**config.mk**
```make
export PLATFORM = sky130hd
export DESIGN_NAME = instr_prefetch_queue_flat
export DESIGN_NICKNAME = d
export VERILOG_FILES = /design/src/rtl/instr_prefetch_queue_if.sv /design/src/rtl/instr_prefetch_queue.sv /design/src/flat_wrapper.sv
export SDC_FILE = /design/constraint.sdc
export NUM_CORES = 1
export LEC_CHECK = 0
export BUFFER_PORTS_ARGS = -buffer_cell sky130_fd_sc_hd__buf_2
export CAP_MARGIN = 10
export CORE_MARGIN = 1
export CORE_UTILIZATION = 27
export CTS_CLUSTER_SIZE = 30
export DETAILED_ROUTE_END_ITERATION = 16
export GPL_TIMING_DRIVEN = 0
export REMOVE_ABC_BUFFERS = 1
export SLEW_MARGIN = 5
export SYNTH_ARGS = -nofsm -noshare
export SYNTH_HDL_FRONTEND = slang
export SYNTH_SLANG_ARGS = --single-unit
```
**constraint.sdc**
```tcl
create_clock -name clk -period 4.4 [get_ports clk]
set_input_delay 0.88 -clock clk [delete_from_list [all_inputs] [get_ports clk]]
set_output_delay 0.88 -clock clk [all_outputs]
set_load 0.01 [all_outputs]
```
**src/rtl/instr_prefetch_queue_if.sv**
```systemverilog
// Bundle of the prefetch queue's bus-side signals.
//   imem_*      : request/response to the 1-cycle-latency instruction memory
//   redirect*   : taken branch/jump target from EX
//   stall       : decode not accepting
//   out_*       : instruction, PC and PC+4 presented to the IF/ID register
// master = the prefetch queue, slave = its environment (imem + pipeline).
interface instr_prefetch_queue_if;
  logic        imem_req;
  logic [31:0] imem_addr;
  logic        imem_rvalid;
  logic [31:0] imem_rdata;
  logic        redirect;
  logic [31:0] redirect_pc;
  logic        stall;
  logic        out_valid;
  logic [31:0] out_instr;
  logic [31:0] out_pc;
  logic [31:0] out_pc4;

  modport master (
    output imem_req, imem_addr, out_valid, out_instr, out_pc, out_pc4,
    input  imem_rvalid, imem_rdata, redirect, redirect_pc, stall
  );

  modport slave (
    input  imem_req, imem_addr, out_valid, out_instr, out_pc, out_pc4,
    output imem_rvalid, imem_rdata, redirect, redirect_pc, stall
  );
endinterface

```
**src/rtl/instr_prefetch_queue.sv**
```systemverilog
// Fetch-side front end: owns the fetch PC, issues word reads to a 1-cycle
// instruction memory, buffers returned {instr, pc} in a small FIFO and
// presents the head to the IF/ID register.
// Ports:
//   clk    : clock, all state on rising edge
//   reset  : synchronous, active-high
//   bus    : instr_prefetch_queue_if.master (imem req/resp, redirect,
//            stall, out_valid/out_instr/out_pc/out_pc4)
module instr_prefetch_queue #(
  parameter int unsigned DEPTH     = 4,
  parameter logic [31:0] RESET_PC  = 32'h0000_0000,
  parameter logic [31:0] NOP_INSTR = 32'h0000_0013
) (
  input logic                    clk,
  input logic                    reset,
  instr_prefetch_queue_if.master bus
);

  localparam int unsigned PTR_W = $clog2(DEPTH);
  localparam int unsigned CNT_W = PTR_W + 1;
  localparam logic [CNT_W-1:0] DEPTH_C = CNT_W'(DEPTH);

  logic [31:0]      fetch_pc_q, fetch_pc_d;
  logic [CNT_W-1:0] count_q, count_d;
  logic [PTR_W-1:0] rd_ptr_q, rd_ptr_d;
  logic [PTR_W-1:0] wr_ptr_q, wr_ptr_d;
  logic             inflight_q, inflight_d;
  logic             epoch_q, epoch_d;
  logic [31:0]      infl_pc_q, infl_pc_d;
  logic             infl_epoch_q, infl_epoch_d;
  logic [31:0]      last_pc_q, last_pc_d;
  logic [63:0]      mem_q [DEPTH];
  logic [63:0]      mem_d [DEPTH];

  logic        issue_w;
  logic        push_w;
  logic        pop_w;
  logic        head_valid_w;
  logic [31:0] head_instr_w;
  logic [31:0] head_pc_w;
  logic [31:0] out_pc_w;

  assign head_valid_w = (count_q != '0);
  assign head_instr_w = mem_q[rd_ptr_q][63:32];
  assign head_pc_w    = mem_q[rd_ptr_q][31:0];

  // Credit rule: only issue when the response is guaranteed a free slot.
  assign issue_w = !reset && !bus.redirect &&
                   ((count_q + CNT_W'(inflight_q)) < DEPTH_C);

  // Responses from before a redirect carry the old epoch and are dropped;
  // a response landing in the redirect cycle itself is dropped explicitly.
  assign push_w = bus.imem_rvalid && inflight_q &&
                  (infl_epoch_q == epoch_q) && !bus.redirect;

  assign pop_w = head_valid_w && !bus.stall && !bus.redirect;

  assign bus.imem_req  = issue_w;
  assign bus.imem_addr = fetch_pc_q;

  // When empty, out_pc/out_pc4 keep showing the last popped PC.
  assign out_pc_w      = head_valid_w ? head_pc_w : last_pc_q;
  assign bus.out_valid = head_valid_w;
  assign bus.out_instr = head_valid_w ? head_instr_w : NOP_INSTR;
  assign bus.out_pc    = out_pc_w;
  assign bus.out_pc4   = out_pc_w + 32'd4;

  always_comb begin
    fetch_pc_d   = fetch_pc_q;
    count_d      = count_q;
    rd_ptr_d     = rd_ptr_q;
    wr_ptr_d     = wr_ptr_q;
    inflight_d   = inflight_q;
    epoch_d      = epoch_q;
    infl_pc_d    = infl_pc_q;
    infl_epoch_d = infl_epoch_q;
    last_pc_d    = last_pc_q;
    mem_d        = mem_q;

    if (push_w) begin
      mem_d[wr_ptr_q] = {bus.imem_rdata, infl_pc_q};
    end

    if (bus.imem_rvalid) begin
      inflight_d = 1'b0;
    end

    if (bus.redirect) begin
      count_d    = '0;
      rd_ptr_d   = '0;
      wr_ptr_d   = '0;
      epoch_d    = ~epoch_q;
      fetch_pc_d = bus.redirect_pc & ~32'd3;
    end else begin
      if (issue_w) begin
        fetch_pc_d   = fetch_pc_q + 32'd4;
        inflight_d   = 1'b1;
        infl_pc_d    = fetch_pc_q;
        infl_epoch_d = epoch_q;
      end
      if (push_w) begin
        wr_ptr_d = wr_ptr_q + PTR_W'(1);
      end
      if (pop_w) begin
        rd_ptr_d  = rd_ptr_q + PTR_W'(1);
        last_pc_d = head_pc_w;
      end
      count_d = count_q + CNT_W'(push_w) - CNT_W'(pop_w);
    end
  end

  always_ff @(posedge clk) begin
    if (reset) begin
      fetch_pc_q   <= RESET_PC;
      count_q      <= '0;
      rd_ptr_q     <= '0;
      wr_ptr_q     <= '0;
      inflight_q   <= 1'b0;
      epoch_q      <= 1'b0;
      infl_pc_q    <= '0;
      infl_epoch_q <= 1'b0;
      last_pc_q    <= '0;
    end else begin
      fetch_pc_q   <= fetch_pc_d;
      count_q      <= count_d;
      rd_ptr_q     <= rd_ptr_d;
      wr_ptr_q     <= wr_ptr_d;
      inflight_q   <= inflight_d;
      epoch_q      <= epoch_d;
      infl_pc_q    <= infl_pc_d;
      infl_epoch_q <= infl_epoch_d;
      last_pc_q    <= last_pc_d;
    end
  end

  // Storage needs no reset: count_q alone decides which entries are live.
  always_ff @(posedge clk) begin
    mem_q <= mem_d;
  end

  // A push into a full FIFO means the credit rule was broken.
  always_ff @(posedge clk) begin
    if (!reset && push_w) begin
      assert (count_q < DEPTH_C);
    end
  end

endmodule

```
**src/flat_wrapper.sv**
```systemverilog
// flat-port wrapper written by rule: the top's interface ports become plain ports
module instr_prefetch_queue_flat 
#(
  parameter int unsigned DEPTH     = 4,
  parameter logic [31:0] RESET_PC  = 32'h0000_0000,
  parameter logic [31:0] NOP_INSTR = 32'h0000_0013
)
  (clk, reset, bus_imem_req, bus_imem_addr, bus_out_valid, bus_out_instr, bus_out_pc, bus_out_pc4, bus_imem_rvalid, bus_imem_rdata, bus_redirect, bus_redirect_pc, bus_stall);
  instr_prefetch_queue_if bus_i ();
  input logic clk;
  input logic reset;
  output wire logic [$bits(bus_i.imem_req)-1:0] bus_imem_req;
  output wire logic [$bits(bus_i.imem_addr)-1:0] bus_imem_addr;
  output wire logic [$bits(bus_i.out_valid)-1:0] bus_out_valid;
  output wire logic [$bits(bus_i.out_instr)-1:0] bus_out_instr;
  output wire logic [$bits(bus_i.out_pc)-1:0] bus_out_pc;
  output wire logic [$bits(bus_i.out_pc4)-1:0] bus_out_pc4;
  input wire logic [$bits(bus_i.imem_rvalid)-1:0] bus_imem_rvalid;
  input wire logic [$bits(bus_i.imem_rdata)-1:0] bus_imem_rdata;
  input wire logic [$bits(bus_i.redirect)-1:0] bus_redirect;
  input wire logic [$bits(bus_i.redirect_pc)-1:0] bus_redirect_pc;
  input wire logic [$bits(bus_i.stall)-1:0] bus_stall;
  assign bus_imem_req = bus_i.imem_req;
  assign bus_imem_addr = bus_i.imem_addr;
  assign bus_out_valid = bus_i.out_valid;
  assign bus_out_instr = bus_i.out_instr;
  assign bus_out_pc = bus_i.out_pc;
  assign bus_out_pc4 = bus_i.out_pc4;
  assign bus_i.imem_rvalid = bus_imem_rvalid;
  assign bus_i.imem_rdata = bus_imem_rdata;
  assign bus_i.redirect = bus_redirect;
  assign bus_i.redirect_pc = bus_redirect_pc;
  assign bus_i.stall = bus_stall;
  instr_prefetch_queue #(.DEPTH(DEPTH), .RESET_PC(RESET_PC), .NOP_INSTR(NOP_INSTR)) u_core (.clk(clk), .reset(reset), .bus(bus_i));
endmodule
```
==> impl_metrics.csv, run 1 <==
group,metric,value,unit
die,die_height,235,um
synth,synth_compound_area_frac,0.0592,
setup_path,slowest_delay,0.60,ns
synth,yosysTopAreaCell,"edfxtp_1",
layout,diodes,0,
synth,synthMuxAreaShare,0.103,
power_and_ir_drop,power_density,418,mW/mm2
synth,synth_cells,1118,
synth,ys_seq_area_frac,0.644,
placement,hpwl,24700,um
layout,seqCellArea,0.00946,mm2
sta,relSlewSlack,0.284,
clock_tree,cts.sinks,348,
sta,period_minus_slack,4.23,ns
synth,synth_simple_gate_area_frac,0.128,
sta,finalSetupViolCount,0,
setup_path,cp_data_required_time,3.52,ns
setup_path,worstSetupEndpointType,"output pin",
sta,report.final.slew_viol_count,0,
synth,synth_top_family_by_area,"simple AND/OR/NAND/NOR gates",
job,cap_violations,0,
layout,fillers,5328,
placement,place_area,0.0165,mm2
grt,grt_overflow,0,
die,die_w,235,um
detailed_routing,drc_errors,0,
clock_tree,numCtsBuffers,41,
detailed_routing,via_count,9610,
grt,grt_pass1_vias,9268,
clock_tree,clk_path_buf_depth,3,
placement,post-place-cells,1955,
sta,grt_setup_unrepaired,"no",
synth,synth-seq-cells,348,
synth,synthAdderAreaFrac,0.00818,
die,design.core.area,0.0538,mm2
detailed_routing,ant_nets,0,
synth,synth.top_cell.area_share,0.507,
synth,synthTopCellsByArea,"edfxtp_1 (51%), dfxtp_1 (14%), mux4_2 (8.6%), nand2_1 (6.1%), a21oi_1 (3.1%)",
layout,fin_nets,1388,
power_and_ir_drop,power_leakage,6.49,nW
detailed_routing,first_iter_violations,589,
sta,fmaxAchievable,236,MHz
layout,area_delta_synth_final,23.5,%
grt,antenna_found_initial,1,
layout,fin_util,0.337,
sta,skew,0.0251,ns
clock_tree,cts_htree_levels,2,
synth,ys.flop_type,"edfxtp_1",
synth,synthArstFlopShare,0,
detailed_routing,vias_per_cell,4.72,
synth,netlist_area,0.0147,mm2
die,dieArea,0.0553,mm2
detailed_routing,routedWlPerCell,18.7,um
synth,synth.avg_cell_area,13.1,um2
placement,gp_congestion,0.793,
synth,yosysWarnings,0,
setup_path,start_kind,"flop",
setup_path,worstPathMaxFanout,35,
clock_tree,root_buffer,"clkbuf_16",
power_and_ir_drop,total_power,7.58,mW
grt,grt_max_degree,77,
setup_path,arrival,3.35,ns
sta,tightest_slew,1.07,ns
setup_path,critPathSlowestCell,"mux4_2",
layout,drive_gt1_frac,0.274,
clock_tree,ctsHoldBuffers,0,
sta,finalHoldViolCount,0,
die,rows,85,
layout,multi_input_comb_area,0.00489,mm2
detailed_routing,dr.pass1.iters,5,
status,status,"finished clean",
layout,stdcell_area,0.0181,mm2
grt,grt_usage,0.135,
clock_tree,path_clk_slew,0.06,ns
synth,synth_edf_count,248,
sta,fin_crit_sh,0.961,
setup_path,criticalPathCategory,"reg2out",
clock_tree,insertion_delay,0.57,ns
hold_path,hold_class,"reg2reg",
synth,synth-xor-area-share,0.0292,
die,io_pins,199,
clock_tree,cts_tree,"done",
die,initial_core_util,0.273,
synth,ys_types,60,
setup_path,crit_path_cell_trace,"buf_16 -> mux4_2 -> mux2i_2 -> inv_1 -> ha_2 -> a21boi_4 -> and4_1 -> nand3_1 -> xnor2_1 -> buf_2",
hold_path,holdPathStages,2,
placement,io_buffers,190,
layout,stdcell_count,2038,
setup_path,r2r_cells,12,
grt,grt_pass1_wl,56800,um
detailed_routing,postRouteWirelength,38100,um
power_and_ir_drop,peakVddDrop,0.262,mV
per-layer routing:
layer  global-route usage  part of all wire  up-vias
li1                     -                 -     4487
met1                0.189              0.46     4766
met2                0.207              0.45      297
met3               0.0250             0.056       60
met4               0.0550             0.030        0
met5                    0                 0        -
synthesized netlist by cell type, drive strengths merged, types with 2 or more instances:
| master | number |
|---|---|
| xnor2 | 24 |
| clkbuf | 37 |
| a21oi | 90 |
| mux2i | 9 |
| and3 | 2 |
| a22oi | 5 |
| or2 | 4 |
| dfxtp | 100 |
| a31oi | 6 |
| buf | 30 |
| a21o | 2 |
| a32oi | 4 |
| and4 | 3 |
| nand3 | 32 |
| o311ai | 3 |
| mux4 | 62 |
| inv | 21 |
| nand2 | 239 |
| o22ai | 2 |
| nor4 | 10 |
| and2 | 36 |
| nor2 | 33 |
| a211oi | 3 |
| xor2 | 25 |
| o211ai | 2 |
| nor3 | 14 |
| or3 | 4 |
| o21ai | 19 |
| nand4 | 21 |
| a221oi | 3 |
| ha | 8 |
| clkinv | 3 |
| edfxtp | 248 |
registers in the layout, summed over array words and instances (netlist names):
| name | cells |
|---|---|
| u_core.wr_ptr_q | 2 |
| u_core.infl_epoch_q | 1 |
| u_core.count_q | 3 |
| u_core.epoch_q | 1 |
| u_core.rd_ptr_q | 2 |
| u_core.infl_pc_q | 30 |
| u_core.mem_q | 248 |
| u_core.last_pc_q | 30 |
| u_core.inflight_q | 1 |
| u_core.bus.imem_addr | 30 |
power breakdown:
group / internal, mW / leakage [nW] / total, mW / switching, mW
Sequential: 3.53 / 3.06 / 3.58 / 0.0428
Combinational: 0.101 / 2.71 / 0.262 / 0.161
Clock: 2.35 / 0.723 / 3.74 / 1.39
kinds of logic after synthesis:
logic type	Yosys count
simple gates	406
compound gates	143
xor+xnor	49
buf+inv	91
flops	348
other cells	1
mux	71
fa+ha+maj	9
cell type report:
class	count	share of cell area
sequential	348	0.522
multi-input combinational	684	0.270
timing repair buffer	210	0.0728
clock buffer	49	0.0595
tap	696	0.0480
clock inverter	26	0.0226
inverter	24	0.00538
timing repair inverter	1	0.000276
stage by stage:
stage | worst slack (ns) | setup TNS (ns) | hold slack, ns
after floorplan | -3.26 | -214.60 | 0.430
after global placement | -8.03 | -1042.44 | 0.441
after detailed placement | -1.35 | -7.22 | 0.447
after CTS | 0.0129 | 0 | 0.456
after global routing | 0.000511 | 0 | 0.485
final | 0.170 | 0 | 0.454
critical path, delay by kind of cell, from the launching register on:
| kind | cells | cell delay, ns |
|---|---|---|
| flip-flops | 1 | 0.36 |
| XOR/XNOR | 1 | 0.13 |
| AND/OR/NAND/NOR | 2 | 0.41 |
| AO/OA/AOI/OAI | 1 | 0.18 |
| adder cells (fa/ha/maj) | 1 | 0.25 |
| multiplexers | 2 | 0.88 |
| buffers and inverters | 3 | 0.51 |
layout by cell type, fill, tap and decap left out, types with 4 or more instances in the layout:
cell type / netlist / layout
a21oi_1: 90 / 90
mux4_1: 6 / 5
nor2_1: 32 / 32
and2_4: 0 / 4
nor4_1: 7 / 7
and2_1: 36 / 32
clkinv_1: 3 / 4
conb_1: 1 / 6
mux2i_1: 9 / 8
ha_1: 8 / 7
bufinv_16: 0 / 10
xor2_1: 25 / 24
a32oi_1: 4 / 4
clkbuf_16: 0 / 42
clkbuf_1: 37 / 6
clkinv_2: 0 / 9
nor3_1: 14 / 13
mux4_2: 56 / 57
inv_1: 21 / 21
or2_2: 4 / 4
a31oi_1: 6 / 6
dfxtp_1: 100 / 96
edfxtp_1: 248 / 248
buf_2: 9 / 189
a22oi_1: 4 / 4
xnor2_1: 24 / 24
buf_4: 10 / 7
o21ai_0: 17 / 17
buf_16: 0 / 9
nand3_1: 31 / 30
nand4_1: 20 / 20
nand2_1: 239 / 238
path summary, 6_finish.rpt:
check                                                        from  slack (ns)                                end
worst max-delay path              u_core.rd_ptr_q[0]$_SDFFE_PP0P_        0.17                    bus_out_pc4[26]
worst min-delay path            u_core.last_pc_q[30]$_SDFFE_PP0P_        0.45  u_core.last_pc_q[30]$_SDFFE_PP0P_
worst max register to register       u_core.count_q[0]$_SDFF_PP0_        0.77       u_core.count_q[2]$_SDFF_PP0_
worst min register to register  u_core.last_pc_q[30]$_SDFFE_PP0P_        0.45  u_core.last_pc_q[30]$_SDFFE_PP0P_
repair_timing:
item                                    CTS  global route
gates resized for setup                   9             6
pin swaps                                 1             0
setup buffers                             6             1
gates cloned                              1             0
endpoints found under the setup margin   27             8
Power figures use the tool's default switching activity.
==> inputs of run 2 (changes only) <==
- PLACE_DENSITY: default -> 0.5
==> run 2 against run 1 <==
Compared with the run above:
- largest power group is now registers
- non-clock buffer count grew 1
- setup slack gained 0.0070 ns
- register-to-register slack gained 0.36 ns
- critical endpoint is now bus_out_pc4[30]
- hold slack is essentially flat
- sequential power is essentially flat
==> impl_metrics.csv, run 2 (same netlist as run 1, synthesis figures left out) <==
group,metric,value,unit
clock_tree,path_clk_slew,0.06,ns
hold_path,hold_class,"reg2reg",
power_and_ir_drop,power_leakage,6.47,nW
layout,largest_register_ff_count,248,
detailed_routing,postRouteWirelength,38400,um
layout,fillers,5358,
hold_path,hp-start,"u_core.last_pc_q[31]$_SDFFE_PP0P_",
setup_path,worstPathMaxFanout,43,
placement,gp_congestion,0.758,
detailed_routing,ant_nets,0,
sta,worst_slack,0.177,ns
grt,grt_overflow,0,
placement,io_buffers,190,
die,rows,85,
layout,top_register,"u_core.mem_q",
die,design.core.area,0.0538,mm2
power_and_ir_drop,peakVddDrop,0.256,mV
grt,antenna_found_initial,0,
detailed_routing,dr.pass1.iters,7,
die,io_pins,199,
layout,diodes,0,
hold_path,holdPathStages,2,
setup_path,criticalPathCategory,"reg2out",
power_and_ir_drop,power_density,402,mW/mm2
clock_tree,insertion_delay,0.57,ns
setup_path,cp_data_required_time,3.52,ns
layout,final_common_cell,"edfxtp_1",
die,die_height,235,um
sta,finalHoldViolCount,0,
grt,grt_pass1_wl,57800,um
setup_path,worstSetupEndpointType,"output pin",
sta,tightest_slew,1.01,ns
clock_tree,clk_path_buf_depth,3,
sta,relSlewSlack,0.322,
grt,grt_max_degree,65,
setup_path,r2r-start,"u_core.count_q[0]$_SDFF_PP0_",
grt,grt_usage,0.137,
sta,finalSetupViolCount,0,
layout,stdcell_count,2037,
detailed_routing,vias_per_cell,4.67,
layout,area_delta_synth_final,23.3,%
clock_tree,cts_tree,"done",
detailed_routing,first_iter_violations,638,
detailed_routing,via_count,9522,
setup_path,start_kind,"flop",
hold_path,min_to,"u_core.last_pc_q[31]$_SDFFE_PP0P_",
layout,drive_gt1_frac,0.274,
sta,grt_setup_unrepaired,"no",
setup_path,arrival,3.34,ns
job,cap_violations,0,
placement,post-place-cells,1958,
grt,grt_pass1_vias,9359,
placement,hpwl,24700,um
status,status,"finished clean",
die,dieArea,0.0553,mm2
setup_path,r2r-end,"u_core.count_q[2]$_SDFF_PP0_",
placement,place_worst_setup_slack,-0.866,ns
setup_path,worstSetupStartpoint,"u_core.count_q[0]$_SDFF_PP0_",
layout,final_cell_mix,"edfxtp_1 (248), nand2_1 (238), buf_2 (189)",
setup_path,r2r_cells,12,
sta,tns,0,ns
sta,report.final.slew_viol_count,0,
die,initial_core_util,0.273,
sta,fin_crit_sh,0.960,
clock_tree,ctsHoldBuffers,0,
clock_tree,numCtsBuffers,40,
sta,skew,0.0276,ns
clock_tree,cts.sinks,348,
clock_tree,cts_htree_levels,2,
layout,fin_nets,1388,
sta,fmaxAchievable,237,MHz
die,die_w,235,um
sta,period_minus_slack,4.22,ns
clock_tree,root_buffer,"clkbuf_16",
detailed_routing,routedWlPerCell,18.9,um
setup_path,r2r_setup_slack,1.13,ns
detailed_routing,drc_errors,0,
run 2: what timing repair did:
action / 4_1_cts / 5_1_grt
setup buffers: 6 / 0
cloned: 1 / 0
resized for setup: 21 / 5
setup endpoints to repair: 29 / 10
pin swaps: 3 / 1
run 2: layer usage:
| layer | track usage | vias to the layer above | wire length, um |
|---|---|---|---|
| met5 | 0 | - | 0 |
| met4 | 0.0522 | 0 | 1090 |
| met1 | 0.189 | 4700 | 18000 |
| met2 | 0.215 | 251 | 17600 |
| met3 | 0.0251 | 68 | 1770 |
| li1 | - | 4503 | - |
run 2: cell type report:
type                    instances  area (um2)  area share
flip-flops and latches        348        9460       0.523
multi-input cells             684        4940       0.273
repair buffers                211        1360      0.0752
clock buffers                  53        1090      0.0603
well taps                     696         871      0.0481
clock inverters                20         263      0.0145
inverters                      24         104     0.00574
repair inverters                1        8.76    0.000484
run 2: stage by stage:
stage               cell area (um2)  total power, mW   util  hold slack, ns
floorplan                     14400             3.75      -           0.430
global placement              16200             3.89  0.301           0.441
detailed placement            16600             3.91  0.308           0.447
CTS                           18100             7.39  0.336           0.456
global route                  18100             7.53  0.336           0.483
finish                        18100             7.27  0.336           0.454
run 2: worst max-delay path: stages, from the launching register on:
cell	delay, ns
dfxtp_1	0.35
nor3_4	0.22
buf_6	0.17
buf_12	0.17
clkinv_8	0.11
buf_12	0.19
mux2i_2	0.22
inv_2	0.10
ha_4	0.17
a21boi_4	0.24
nand3_4	0.14
nor4b_4	0.29
xor2_1	0.16
buf_2	0.15
run 2: worst max-delay path by stage:
stage	to	depth (start not counted)	slack (ns)
5_1_grt	bus_out_pc4[12]	14	0.02
3_5_place_dp	bus_out_pc4[30]	14	-0.87
6_report	bus_out_pc4[30]	13	0.18
4_1_cts	bus_out_pc4[30]	13	0.004
3_3_place_gp	bus_out_pc4[30]	10	-8.73
2_1_floorplan	bus_out_pc4[30]	9	-3.26
run 2: power breakdown:
part	switching [mW]	internal, mW
sequential	0.0446	3.53
clock	1.37	2.06
combinational	0.161	0.101
total	1.58	5.69
